==> config.mk <==
export PLATFORM = sky130hd
export DESIGN_NAME = dct_transpose_buffer_flat
export DESIGN_NICKNAME = d
export VERILOG_FILES = /design/src/rtl/dct_transpose_buffer_pkg.sv /design/src/rtl/dct_transpose_buffer_if.sv /design/src/rtl/dct_transpose_ram.sv /design/src/rtl/dct_transpose_buffer.sv /design/src/flat_wrapper.sv
export SDC_FILE = /design/constraint.sdc
export NUM_CORES = 1
export LEC_CHECK = 0
export BUFFER_PORTS_ARGS = -buffer_cell sky130_fd_sc_hd__buf_2
export CAP_MARGIN = 20
export CORE_MARGIN = 3
export CORE_UTILIZATION = 25
export CTS_CLUSTER_DIAMETER = 120
export CTS_CLUSTER_SIZE = 40
export DETAILED_ROUTE_END_ITERATION = 8
export HOLD_SLACK_MARGIN = 0.1
export PLACE_DENSITY = 0.38
export SLEW_MARGIN = 10
export SYNTH_ARGS = -nofsm -noshare
export SYNTH_HDL_FRONTEND = slang
export SYNTH_HIERARCHICAL = 1
export SYNTH_SLANG_ARGS = --single-unit
==> constraint.sdc <==
create_clock -name Clock -period 2 [get_ports Clock]
set_input_delay 0.4 -clock Clock [delete_from_list [all_inputs] [get_ports Clock]]
set_output_delay 0.4 -clock Clock [all_outputs]
set_load 0.02 [all_outputs]
==> src/rtl/dct_transpose_buffer_pkg.sv <==
// Shared constants, read-FSM state type and addressing helper for the 8x8 DCT
// transpose buffer.
package dct_transpose_buffer_pkg;

    localparam int DCT_N   = 8;            // block edge length
    localparam int DCT_BLK = DCT_N * DCT_N; // samples per block
    localparam int IDX_W   = 6;            // index width within a block
    localparam int RC_W    = 3;            // row/column index width

    typedef enum logic {
        IDLE = 1'b0,
        READ = 1'b1
    } rd_state_t;

    // Map a column-major read count onto the row-major storage index:
    // row = cnt % 8, col = cnt / 8, stored at row*8 + col.
    function automatic logic [IDX_W-1:0] col_major_addr(input logic [IDX_W-1:0] cnt);
        return {cnt[RC_W-1:0], cnt[IDX_W-1:RC_W]};
    endfunction

endpackage

==> src/rtl/dct_transpose_buffer_if.sv <==
// Streaming bus of the DCT transpose buffer: row-major samples in, column-major
// samples out. Block_Count exists only when DCT_TRANSPOSE_BLKCNT_EN is defined.
interface dct_transpose_buffer_if #(
    parameter int WIDTH = 10
);
    logic             En_In;
    logic [WIDTH-1:0] Data_In;
    logic             En_Out;
    logic [WIDTH-1:0] Data_Out;
    logic             Block_Start;
`ifdef DCT_TRANSPOSE_BLKCNT_EN
    logic [15:0]      Block_Count;

    // Design side
    modport slave (
        input  En_In, Data_In,
        output En_Out, Data_Out, Block_Start, Block_Count
    );

    // Environment side (producer and consumer)
    modport master (
        output En_In, Data_In,
        input  En_Out, Data_Out, Block_Start, Block_Count
    );
`else
    // Design side
    modport slave (
        input  En_In, Data_In,
        output En_Out, Data_Out, Block_Start
    );

    // Environment side (producer and consumer)
    modport master (
        output En_In, Data_In,
        input  En_Out, Data_Out, Block_Start
    );
`endif

endinterface

==> src/rtl/dct_transpose_ram.sv <==
// Simple dual-port RAM: synchronous write, registered synchronous read.
// Array contents are not reset; only the read register is cleared.
module dct_transpose_ram #(
    parameter int WIDTH  = 10,
    parameter int ADDR_W = 7
) (
    input  logic              clock,
    input  logic              reset,
    input  logic              wr_en,
    input  logic [ADDR_W-1:0] wr_addr,
    input  logic [WIDTH-1:0]  wr_data,
    input  logic              rd_en,
    input  logic [ADDR_W-1:0] rd_addr,
    output logic [WIDTH-1:0]  rd_data
);

    logic [WIDTH-1:0] mem [2**ADDR_W];

    // Write port
    always_ff @(posedge clock) begin
        if (wr_en) begin
            mem[wr_addr] <= wr_data;
        end
    end

    // Registered read port
    always_ff @(posedge clock or posedge reset) begin
        if (reset) begin
            rd_data <= '0;
        end else if (rd_en) begin
            rd_data <= mem[rd_addr];
        end
    end

endmodule

==> src/rtl/dct_transpose_buffer.sv <==
// Ping-pong 8x8 transpose buffer between the row and column 1-D DCT passes.
// One bank fills in row-major order while the other drains in column-major order.
// Optional feature: define DCT_TRANSPOSE_BLKCNT_EN to add the Block_Count output.
module dct_transpose_buffer
    import dct_transpose_buffer_pkg::*;
#(
    parameter int WIDTH = 10
) (
    input logic                  Clock,
    input logic                  Reset,
    dct_transpose_buffer_if.slave bus
);

    localparam logic [IDX_W-1:0] LAST_IDX = IDX_W'(DCT_BLK - 1);

    logic [IDX_W-1:0] wr_idx;
    logic             wr_bank;
    logic             wr_done;

    rd_state_t        state;
    logic [IDX_W-1:0] rd_cnt;
    logic             rd_bank;
    logic [1:0]       full;
    logic             rd_last;
    logic             other_full;

    logic             en_out;
    logic             block_start;
    logic [WIDTH-1:0] rd_data;

    assign wr_done = bus.En_In && (wr_idx == LAST_IDX);
    assign rd_last = (state == READ) && (rd_cnt == LAST_IDX);

    // A block completing in this very cycle counts as ready, so a write-limited
    // stream keeps the output burst free of bubbles.
    assign other_full = full[~rd_bank] || (wr_done && (wr_bank != rd_bank));

    // Write side: row-major index and bank toggle at block end
    always_ff @(posedge Clock or posedge Reset) begin
        if (Reset) begin
            wr_idx  <= '0;
            wr_bank <= 1'b0;
        end else if (bus.En_In) begin
            wr_idx <= wr_idx + 1'b1;
            if (wr_idx == LAST_IDX) begin
                wr_bank <= ~wr_bank;
            end
        end
    end

    // Read FSM with bank-full flags and registered output strobes
    always_ff @(posedge Clock or posedge Reset) begin
        if (Reset) begin
            state       <= IDLE;
            rd_cnt      <= '0;
            rd_bank     <= 1'b0;
            full        <= 2'b00;
            en_out      <= 1'b0;
            block_start <= 1'b0;
        end else begin
            // Set and clear never target the same flag in one cycle.
            if (wr_done) begin
                full[wr_bank] <= 1'b1;
            end
            en_out      <= (state == READ);
            block_start <= (state == READ) && (rd_cnt == '0);
            case (state)
                IDLE: begin
                    rd_cnt <= '0;
                    if (full[rd_bank]) begin
                        state <= READ;
                    end
                end
                READ: begin
                    rd_cnt <= rd_cnt + 1'b1;
                    if (rd_last) begin
                        full[rd_bank] <= 1'b0;
                        rd_bank       <= ~rd_bank;
                        if (!other_full) begin
                            state <= IDLE;
                        end
                    end
                end
                default: begin
                    state <= IDLE;
                end
            endcase
        end
    end

    dct_transpose_ram #(
        .WIDTH  (WIDTH),
        .ADDR_W (IDX_W + 1)
    ) u_ram (
        .clock   (Clock),
        .reset   (Reset),
        .wr_en   (bus.En_In),
        .wr_addr ({wr_bank, wr_idx}),
        .wr_data (bus.Data_In),
        .rd_en   (state == READ),
        .rd_addr ({rd_bank, col_major_addr(rd_cnt)}),
        .rd_data (rd_data)
    );

    assign bus.En_Out      = en_out;
    assign bus.Data_Out    = rd_data;
    assign bus.Block_Start = block_start;

`ifdef DCT_TRANSPOSE_BLKCNT_EN
    logic        last_out;
    logic [15:0] blk_cnt;

    // Count completed output blocks, stepping the cycle after the last En_Out
    always_ff @(posedge Clock or posedge Reset) begin
        if (Reset) begin
            last_out <= 1'b0;
            blk_cnt  <= '0;
        end else begin
            last_out <= rd_last;
            if (last_out) begin
                blk_cnt <= blk_cnt + 16'd1;
            end
        end
    end

    assign bus.Block_Count = blk_cnt;
`endif

endmodule

==> src/flat_wrapper.sv <==
// flat-port wrapper written by rule: the top's interface ports become plain ports
module dct_transpose_buffer_flat import dct_transpose_buffer_pkg::*;
#(
    parameter int WIDTH = 10
)
  (Clock, Reset, bus_En_In, bus_Data_In, bus_En_Out, bus_Data_Out, bus_Block_Start);
  dct_transpose_buffer_if #(.WIDTH(WIDTH)) bus_i ();
  input logic Clock;
  input logic Reset;
  input wire logic [$bits(bus_i.En_In)-1:0] bus_En_In;
  input wire logic [$bits(bus_i.Data_In)-1:0] bus_Data_In;
  output wire logic [$bits(bus_i.En_Out)-1:0] bus_En_Out;
  output wire logic [$bits(bus_i.Data_Out)-1:0] bus_Data_Out;
  output wire logic [$bits(bus_i.Block_Start)-1:0] bus_Block_Start;
  assign bus_i.En_In = bus_En_In;
  assign bus_i.Data_In = bus_Data_In;
  assign bus_En_Out = bus_i.En_Out;
  assign bus_Data_Out = bus_i.Data_Out;
  assign bus_Block_Start = bus_i.Block_Start;
  dct_transpose_buffer #(.WIDTH(WIDTH)) u_core (.Clock(Clock), .Reset(Reset), .bus(bus_i));
endmodule
* After elaboration in Yosys (flattened, before gate mapping)
Memory sizes are Yosys's and may differ from the RTL's. A register that Yosys moved wholly into a read port is not among the register bits.
Index checks and enable logic that the tools add are counted.
** Storage, ports and cells
- Memories kept :: 1
- Bits in registers :: 19
- Output and inout bits :: 12
- Bits in writable memories :: 1280
- Input port bits :: 13
** Memory list
- u_core.u_ram.mem :: depth 128, bits a word 10, rd ports 1, clocked after Yosys merged registers in 1, write ports 1, line dct_transpose_ram.sv:17 : logic [WIDTH-1:0] mem [2**ADDR_W];
** Cells by class
- Reduce and logical (&&, ||, !) cells :: 10
- Order comparisons :: 5
- $add $sub $neg :: 2
- Multiplexer cells :: 18
- Equality and inequality tests :: 3
- Bitwise logic cells :: 6
** Operator list (number)
- $add A6 B1 Y6 const B :: 2
- $eq A6 B6 Y1 const B :: 2
- $pmux W6 S2 :: 1
- $mux W1 :: 11
- $logic_and A1 B1 Y1 :: 6
- $logic_not A6 Y1 :: 1
- $lt A1 B2 Y1 const B :: 3
- $mux W2 :: 3
- $reduce_and A2 Y1 :: 2
- $not A1 Y1 :: 3
- $and A2 B2 Y2 :: 1
- $demux W1 S1 :: 2
- $ge A1 B1 Y1 const B :: 2
- $not A2 Y2 :: 1
- $or A2 B2 Y2 :: 1
- $pmux W1 S2 :: 1
- $logic_or A1 B1 Y1 :: 1
- $ne A1 B1 Y1 :: 1

* Depth between registers and ports, before layout
Gate-level depths: netlist of the first run.
- Word-level depth :: 9
- Gate-level depth with buffers :: 11
- Mapped depth without buffers :: 6

* Hierarchy
Netlist of the first run, hierarchy kept.
** By module, submodules not included
- dct_transpose_ram :: cells each 2490, area an instance 50684.9 um^2, instances 1, seq. area each 38687.1 um^2
- dct_transpose_buffer :: cells each 69, area an instance 850.8 um^2, instances 1, seq. area each 475.5 um^2

* Least setup slack after synthesis of the first run
Ideal clock, no wire load.
- Kind :: flip-flop to flip-flop
- From :: register u_core.wr_bank
- To :: memory u_core.u_ram.mem[82][0] (enable)
- Path buffers :: 0
- Stages on the path, launching flop included :: 4
- Path slack :: -0.159 ns
- Arrival :: 1.769 ns
- Data required time :: 1.610 ns
- Path through :: dfrtp_1 -> nor2b_1 -> nand3_1 -> nor3_1
** RTL lines
- from (decl) :: line dct_transpose_buffer.sv:17 : logic wr_bank;
- from (signal assigned) :: line dct_transpose_buffer.sv:46 : wr_bank <= ~wr_bank;
- to (decl) :: line dct_transpose_ram.sv:17
No word-level cell before the write port.

==> impl_table.tex, run 1 <==
\begin{tabular}{lr}
\hline
Metric & Value \\
\hline
\multicolumn{2}{l}{\textbf{Synthesis}} \\
\quad Top cells by area, synth & edfxtp\_1, mux4\_2, mux2i\_1, dfrtp\_1, mux4\_1 \\
\quad Yosys warns & 6 \\
\quad Syn Area/Cell & 20.14 µm² \\
\quad Most frequent cells after synthesis & edfxtp\_1, mux4\_2, nor2\_1 \\
\quad Library cell with the highest instance count after synthesis & edfxtp\_1 \\
\quad Yosys reg bits & $\sim$1,300 \\
\quad Cell taking the most area after synthesis & edfxtp\_1 \\
\quad Netlist Area Pre-Place & 0.05154 mm² \\
\quad Primary FF master, synth & edfxtp\_1 \\
\quad Number of different library cells in the post-synthesis netlist & 60 \\
\quad Share of the yosys chip area belonging to registers & 0.7599 \\
\quad Count of flip-flops with a built-in enable after synthesis & roughly 1,300 \\
\quad Area fraction of the dominant cell type after synthesis & 0.7458 \\
\quad Post-Syn Instances & 2,559 \\
\quad Post-synthesis async set-or-reset flop share & 0.02215 \\
\quad Syn nets & 2,575 \\
\multicolumn{2}{l}{\textbf{Power}} \\
\quad Standby leakage power & 18.56 nW \\
\quad Peak ir drop on the vdd network & 498.1 µV \\
\quad Power density over the cells & 848.3 mW/mm² \\
\multicolumn{2}{l}{\textbf{Global route}} \\
\quad GRT Residual Overflow & 0 \\
\quad All-layer global routing usage & 0.1435 \\
\quad Antenna violations before repair & 5 \\
\quad Largest net degree at the start of global routing & 91 \\
\quad Via count of the first global-routing pass & 27,350 \\
\quad Global-route wire length before repair & 217.3 mm \\
\multicolumn{2}{l}{\textbf{Worst setup path}} \\
\quad Ordered cell list for the critical path & buf\_12, buf\_16, mux4\_2, a22oi\_1, nand3\_2, nand3\_4, a32oi\_1 \\
\quad Number of buffers and inverters on the critical path & 2 \\
\quad Kind of cell adding the most delay to the critical path & flip-flops \\
\quad Number of gates on the worst path with buffers counted & 7 \\
\quad Critical path required time & 2590 ps \\
\quad Register-to-Register Path Depth & 7 \\
\quad Signal arrival time at the worst endpoint & 3190 ps \\
\quad Biggest cell delay along the critical path & approximately 600 ps \\
\quad Element type at the critical path start & flop \\
\quad Largest driver fanout on the critical path & 16 \\
\quad Terminus of the critical flop-to-flop path & u\_core/u\_ram/rd\_data[3] \\
\quad Master of the slowest instance on the critical path & dfrtp\_4 \\
\quad Nature of the critical path endpoint & flop \\
\quad R2r startpoint & u\_core/rd\_cnt[3] \\
\quad Register-to-Register Setup Slack & -600 ps \\
\quad Critical path class & flop to flop \\
\multicolumn{2}{l}{\textbf{Min path}} \\
\quad Origin of the worst min-delay path & bus\_Data\_In[2] \\
\quad Path category of the worst min-delay check & primary input to flop \\
\quad Number of cells on the worst hold path & 1 \\
\quad Hold worst-path end & u\_core/u\_ram/mem[83][2] \\
\multicolumn{2}{l}{\textbf{Routing}} \\
\quad Initial DRC count & about 2,400 \\
\quad DRT Wirelength & 154.0 mm \\
\quad Routed wirelength normalized by instance count & 27.07 µm \\
\quad Residual DRC count & 0 \\
\quad Number of nets with antenna violations after detailed routing & 0 \\
\quad Total vias in the final route & 26,210 \\
\quad Number of iterations in the first detailed-routing pass & 5 \\
\quad Met1 routed wirelength after detailed routing & $\sim$70 mm \\
\quad Metal3 WL & 4.933 mm \\
\quad Met2 wire len & between 70 and 80 mm \\
\quad Via density per instance & between 4 and 5 \\
\quad Highest Signal Layer & met4 \\
\multicolumn{2}{l}{\textbf{Floorplanning}} \\
\quad Die area & around 0.21 mm² \\
\quad Initial standard-cell utilization of the core & 0.2516 \\
\quad Die height & 460.0 µm \\
\quad Overall die width & 460.0 µm \\
\quad Std cell rows & 166 \\
\quad Area of the core & roughly 0.20 mm² \\
\quad Num ports & 25 \\
\multicolumn{2}{l}{\textbf{Placement}} \\
\quad Buffers added on ports & 24 \\
\quad Instance count after placement with tap cells included & 5,576 \\
\quad Final Wtd Congestion & 0.8044 \\
\quad Dpl hpwl & 105.4 mm \\
\multicolumn{2}{l}{\textbf{STA}} \\
\quad Post-layout minimum cycle time & 2603 ps \\
\quad Max-slew headroom at the worst pin & 0.3622 \\
\quad Top achievable clock speed & roughly 0.38 GHz \\
\quad Max-slew violation count & 0 \\
\quad Slew at the pin closest to its max-slew limit & 956.6 ps \\
\quad Final Worst Setup Slack & -603.2 ps \\
\quad RSZ-0062 raised after global routing & yes \\
\quad Final number of setup-violating endpoints & 146 \\
\quad Final hold violation count & 0 \\
\quad Setup Skew & 34.73 ps \\
\quad Final period utilization & 1.302 \\
\multicolumn{2}{l}{\textbf{CTS}} \\
\quad Maximum number of buffers from clock root to sink & 3 \\
\quad Number of sinks on the clock net & 1,309 \\
\quad Clock edge transition at the registers on the reported setup and hold paths & 150 ps \\
\quad TritonCTS Buffers & between 40 and 50 \\
\quad Htree depth & 2 \\
\quad Worst-Skew Late Latency & 710 ps \\
\quad Clock tree from TritonCTS & done \\
\quad Clock root buffer & clkbuf\_16 \\
\multicolumn{2}{l}{\textbf{Final layout}} \\
\quad Area growth from synthesis to layout & 20.45\% \\
\quad Final non-filler cell total & 5,689 \\
\quad Number of nets in the layout & 2,981 \\
\quad Utilization after layout & 0.3031 \\
\quad Layout cell share with drive strength beyond 1 & 0.3477 \\
\multicolumn{2}{l}{\textbf{Job}} \\
\quad Reported max-cap violation count & 0 \\
\multicolumn{2}{l}{\textbf{Run status}} \\
\quad Failing checks & setup timing \\
\quad Result of the run & finished, violations left \\
\hline
\end{tabular}
## cell families after synthesis
| kind of cell | after synthesis | share of synthesized area |
|---|---|---|
| flops | 1309 | 0.7599 |
| mux | 404 | 0.1415 |
| simple gates | 402 | 0.03673 |
| compound gates | 273 | 0.03843 |
| buf+inv | 158 | 0.02098 |
| xor+xnor | 10 | 0.001700 |
| fa+ha+maj | 3 | 0.0007284 |
## timing repair
item,CTS,global route
hold endpoints to repair,53,0
buffers inserted,12,14
gates resized for setup,114,97
endpoints found under the setup margin,291,355
pin swaps,13,37
cloned,7,4
hold buffers,5,0
## registers in the layout, summed over array words and instances (netlist names)
name	flops
u_core/rd_cnt	6
u_core/full	2
u_core/state	1
u_core/wr_bank	1
u_core/wr_idx	6
u_core/bus.En_Out	1
u_core/rd_bank	1
u_core/bus.Block_Start	1
u_core/u_ram/rd_data	10
u_core/u_ram/mem	1280
## cells in the final DEF, fill, tap and decap left out, types with 9 or more instances in the layout
| master | count |
|---|---|
| edfxtp_1 | 1280 |
| buf_4 | 328 |
| mux4_2 | 234 |
| buf_12 | 124 |
| mux2i_1 | 111 |
| nor2_1 | 92 |
| nand2_1 | 84 |
| nor2_2 | 56 |
| clkbuf_16 | 49 |
| o22ai_1 | 43 |
| mux2_2 | 36 |
| nor2b_1 | 32 |
| a22oi_1 | 25 |
| a21oi_1 | 23 |
| a211oi_1 | 20 |
| dfrtp_1 | 19 |
| nand3_1 | 17 |
| nand3_2 | 17 |
| and2_1 | 15 |
| buf_6 | 15 |
| buf_2 | 14 |
| nor3_1 | 14 |
| mux4_1 | 14 |
| o221ai_1 | 13 |
| buf_16 | 12 |
| inv_1 | 11 |
| o22ai_2 | 11 |
| nand2b_1 | 10 |
| nor2b_2 | 10 |
| a22oi_2 | 10 |
| clkbuf_1 | 9 |
| or3_1 | 9 |
| a21oi_2 | 9 |
## layer usage
layer	vias up	global-route usage
met5	-	0
met1	14330	0.1994
met4	0	0.02908
li1	11330	-
met3	109	0.01343
met2	446	0.2447
## report_power, final
| group | switching [W] | internal [W] |
|---|---|---|
| combinational | 0.00531 | 0.00288 |
| clock | 0.00843 | 0.00468 |
| sequential | 0.000567 | 0.0308 |
## worst max-delay path by stage
stage / endpoint / slack, ps / start
2_1_floorplan: u_core/u_ram/mem[82][0] / -160 / u_core/wr_bank
3_3_place_gp: u_core/u_ram/rd_data[0] / -950 / u_core/rd_cnt[0]
3_5_place_dp: u_core/u_ram/rd_data[0] / -1000 / u_core/rd_cnt[3]
4_1_cts: u_core/u_ram/rd_data[4] / -620 / u_core/rd_cnt[3]
5_1_grt: u_core/u_ram/rd_data[4] / -650 / u_core/rd_cnt[3]
6_report: u_core/u_ram/rd_data[3] / -600 / u_core/rd_cnt[3]
## area by class of cell
class,instances,area (µm²)
clock buffer,55,1174
tap,2688,3363
inverter,12,45.04
clock inverter,18,257.7
timing repair buffer,508,5772
multi-input combinational,1092,12260
fill,19910,142700
sequential,1309,39190
antenna,7,17.52
## metrics by stage
| stage | total power (W) | setup WS [ps] | hold slack [ps] | area [µm²] | setup TNS [ps] |
|---|---|---|---|---|---|
| after floorplan | 0.03467 | -159.0 | 240.2 | 51850 | -22240 |
| after global placement | 0.03977 | -947.2 | 492.4 | 59080 | -21960 |
| after detailed placement | 0.03980 | -1005 | 509.6 | 59080 | -25950 |
| after CTS | 0.05324 | -622.9 | 107.4 | 61440 | -6484 |
| after global routing | 0.05464 | -648.6 | 118.7 | 62060 | -19230 |
| final | 0.05266 | -603.2 | 148.8 | 62080 | -9112 |
(Power assumes the default switching activity.)
==> inputs of run 2 (changes only) <==
--- a/config.mk
+++ b/config.mk
@@ -5,6 +5,7 @@
 export SDC_FILE = /design/constraint.sdc
 export NUM_CORES = 1
 export LEC_CHECK = 0
+export ABC_AREA = 0
 export BUFFER_PORTS_ARGS = -buffer_cell sky130_fd_sc_hd__buf_2
 export CAP_MARGIN = 20
 export CORE_MARGIN = 3
@@ -14,6 +15,7 @@
 export DETAILED_ROUTE_END_ITERATION = 8
 export HOLD_SLACK_MARGIN = 0.1
 export PLACE_DENSITY = 0.38
+export SKIP_CTS_REPAIR_TIMING = 1
 export SLEW_MARGIN = 10
 export SYNTH_ARGS = -nofsm -noshare
 export SYNTH_HDL_FRONTEND = slang
==> impl_table.tex, run 2 (synthesis gave the netlist of run 1 again) <==
\begin{tabular}{lr}
\hline
Metric & Value \\
\hline
\multicolumn{2}{l}{\textbf{Power}} \\
\quad Standby leakage power & 18.60 nW \\
\quad Peak ir drop on the vdd network & 495.6 µV \\
\quad Power density over the cells & 849.7 mW/mm² \\
\multicolumn{2}{l}{\textbf{Final layout}} \\
\quad Area growth from synthesis to layout & 20.05\% \\
\quad Layout cell share with drive strength beyond 1 & 0.3395 \\
\quad Flip-flop count of the largest register, all copies and words added & 1,280 \\
\quad Commonest cells after routing, fill and taps aside & edfxtp\_1, buf\_4, mux4\_2 \\
\quad Commonest non-fill, non-tap cell in the layout & edfxtp\_1 \\
\quad Utilization after layout & 0.3021 \\
\quad Largest registers & u\_core/u\_ram/mem x1280, u\_core/u\_ram/rd\_data x10 \\
\quad Number of nets in the layout & 2,997 \\
\quad Number of fill cells & 19,960 \\
\quad Biggest register & u\_core/u\_ram/mem \\
\quad Final non-filler cell total & 5,700 \\
\quad Layout Cell Area excl Fill & 0.06187 mm² \\
\multicolumn{2}{l}{\textbf{Min path}} \\
\quad Path category of the worst min-delay check & primary input to flop \\
\quad Number of cells on the worst hold path & 1 \\
\quad Hold worst-path end & u\_core/u\_ram/mem[83][2] \\
\quad Origin of the worst min-delay path & bus\_Data\_In[2] \\
\multicolumn{2}{l}{\textbf{Routing}} \\
\quad Total vias in the final route & around 26,000 \\
\quad Via density per instance & 4.606 \\
\quad Initial DRC count & approximately 2,400 \\
\quad Number of iterations in the first detailed-routing pass & 5 \\
\quad DRT Wirelength & about 150 mm \\
\quad Residual DRC count & 0 \\
\quad Routed wirelength normalized by instance count & 27.12 µm \\
\quad Number of nets with antenna violations after detailed routing & 0 \\
\multicolumn{2}{l}{\textbf{Placement}} \\
\quad Final Wtd Congestion & 0.8044 \\
\quad Buffers added on ports & 24 \\
\quad Instance count after placement with tap cells included & 5,576 \\
\quad Dpl hpwl & 105.4 mm \\
\quad Total placed instance area & a little under 0.06 mm² \\
\multicolumn{2}{l}{\textbf{Worst setup path}} \\
\quad Ordered cell list for the critical path & buf\_4, clkbuf\_16, buf\_4, mux4\_2, o22ai\_1, buf\_4, o41ai\_4, o31ai\_4, a311oi\_1 \\
\quad Kind of cell adding the most delay to the critical path & compound AO/OA/AOI/OAI gates \\
\quad Critical path class & flop to flop \\
\quad Register-to-Register Path Depth & 9 \\
\quad Largest driver fanout on the critical path & 5 \\
\quad Number of buffers and inverters on the critical path & 4 \\
\quad Nature of the critical path endpoint & flop \\
\quad CP most frequent cell & buf\_4 \\
\quad Signal arrival time at the worst endpoint & 3250 ps \\
\quad Terminus of the critical flop-to-flop path & u\_core/u\_ram/rd\_data[9] \\
\quad Register-to-Register Setup Slack & -660 ps \\
\quad Critical path required time & 2590 ps \\
\quad R2r startpoint & u\_core/rd\_cnt[3] \\
\quad Master of the slowest instance on the critical path & dfrtp\_4 \\
\quad Element type at the critical path start & flop \\
\quad Biggest cell delay along the critical path & 570 ps \\
\multicolumn{2}{l}{\textbf{Floorplanning}} \\
\quad Die area & between 0.2 and 0.25 mm² \\
\quad Overall die width & roughly 460 µm \\
\quad Initial standard-cell utilization of the core & 0.2516 \\
\quad Die height & 460.0 µm \\
\quad Num ports & 25 \\
\quad Std cell rows & 166 \\
\quad Area of the core & 0.2048 mm² \\
\multicolumn{2}{l}{\textbf{Job}} \\
\quad Reported max-cap violation count & 0 \\
\multicolumn{2}{l}{\textbf{STA}} \\
\quad Max-slew violation count & 0 \\
\quad Final period utilization & 1.330 \\
\quad Post-layout minimum cycle time & 2659 ps \\
\quad Smallest hold slack & 151.3 ps \\
\quad Final Worst Setup Slack & -659.5 ps \\
\quad RSZ-0062 raised after global routing & yes \\
\quad Final hold violation count & 0 \\
\quad Top achievable clock speed & 0.3760 GHz \\
\quad Final number of setup-violating endpoints & 294 \\
\quad Slew at the pin closest to its max-slew limit & 956.7 ps \\
\quad Setup Skew & 33.01 ps \\
\quad Max-slew headroom at the worst pin & 0.3622 \\
\multicolumn{2}{l}{\textbf{Run status}} \\
\quad Failing checks & setup timing \\
\quad Result of the run & finished, violations left \\
\multicolumn{2}{l}{\textbf{CTS}} \\
\quad Clock edge transition at the registers on the reported setup and hold paths & 150 ps \\
\quad Number of sinks on the clock net & 1,309 \\
\quad Htree depth & 2 \\
\quad Clock root buffer & clkbuf\_16 \\
\quad Worst-Skew Late Latency & 700 ps \\
\quad Maximum number of buffers from clock root to sink & 3 \\
\quad TritonCTS Buffers & 42 \\
\quad Clock tree from TritonCTS & done \\
\multicolumn{2}{l}{\textbf{Global route}} \\
\quad Antenna violations before repair & 7 \\
\quad All-layer global routing usage & 0.1418 \\
\quad GRT Residual Overflow & 0 \\
\quad Global-route wire length before repair & 214.4 mm \\
\quad Largest net degree at the start of global routing & between 90 and 100 \\
\quad Via count of the first global-routing pass & 27,110 \\
\hline
\end{tabular}
-- run 2: cell types whose count changed in the layout (fill, tap and decap cells not counted), moves of 6 or more --
cell and change:
buf_4 +28, o22ai_1 +9, buf_12 -7, mux2i_1 +7, o22ai_2 -7, buf_6 -6
-- run 2: worst max-delay path by stage --
stage	cells past startpoint	end	slack, ps	startpoint
after detailed placement	8	u_core/u_ram/rd_data[0]	-1000	u_core/rd_cnt[3]
final	9	u_core/u_ram/rd_data[9]	-660	u_core/rd_cnt[3]
after CTS	8	u_core/u_ram/rd_data[0]	-1040	u_core/rd_cnt[3]
after global placement	10	u_core/u_ram/rd_data[0]	-950	u_core/rd_cnt[0]
after global routing	9	u_core/u_ram/rd_data[9]	-730	u_core/rd_cnt[3]
after floorplan	3	u_core/u_ram/mem[82][0]	-160	u_core/wr_bank
-- run 2: power breakdown --
part | switching (W) | internal, W | total, W
Combinational | 0.00523 | 0.00286 | 0.00809
Sequential | 0.000593 | 0.0308 | 0.0314
Clock | 0.00841 | 0.00468 | 0.0131
Total | 0.0142 | 0.0383 | 0.0526
-- run 2: area by class of cell --
class,instances,area (µm²),area share
flip-flops and latches,1309,39190,0.6334
multi-input cells,1092,12050,0.1948
repair buffers,524,5784,0.09349
well taps,2688,3363,0.05436
clock buffers,55,1174,0.01897
clock inverters,18,257.7,0.004166
inverters,12,45.04,0.0007281
diodes,2,5.005,0.00008089
-- run 2: through the flow --
step           total power, W  TNS, ps  setup slack (ps)
2_1_floorplan         0.03467   -22240            -159.0
3_3_place_gp          0.03977   -21960            -947.2
3_5_place_dp          0.03980   -25950             -1005
4_1_cts               0.05295   -19650             -1045
5_1_grt               0.05455   -55070            -728.4
6_report              0.05257   -39770            -659.5
-- run 2: routing by layer --
metal,routed length (µm),track usage,vias to the layer above
li1,-,-,11350
met2,75130,0.2383,482
met4,4187,0.03542,2
met3,5094,0.01349,119
met1,70150,0.1971,14300
met5,8,0,-
-- run 2: worst register-to-register path, stage by stage (launching register included) --
cell and delay [ps]:
dfrtp_4 570, buf_4 200, clkbuf_16 190, buf_4 170
mux4_2 380, o22ai_1 100, buf_4 170, o41ai_4 400
o31ai_4 150, a311oi_1 240
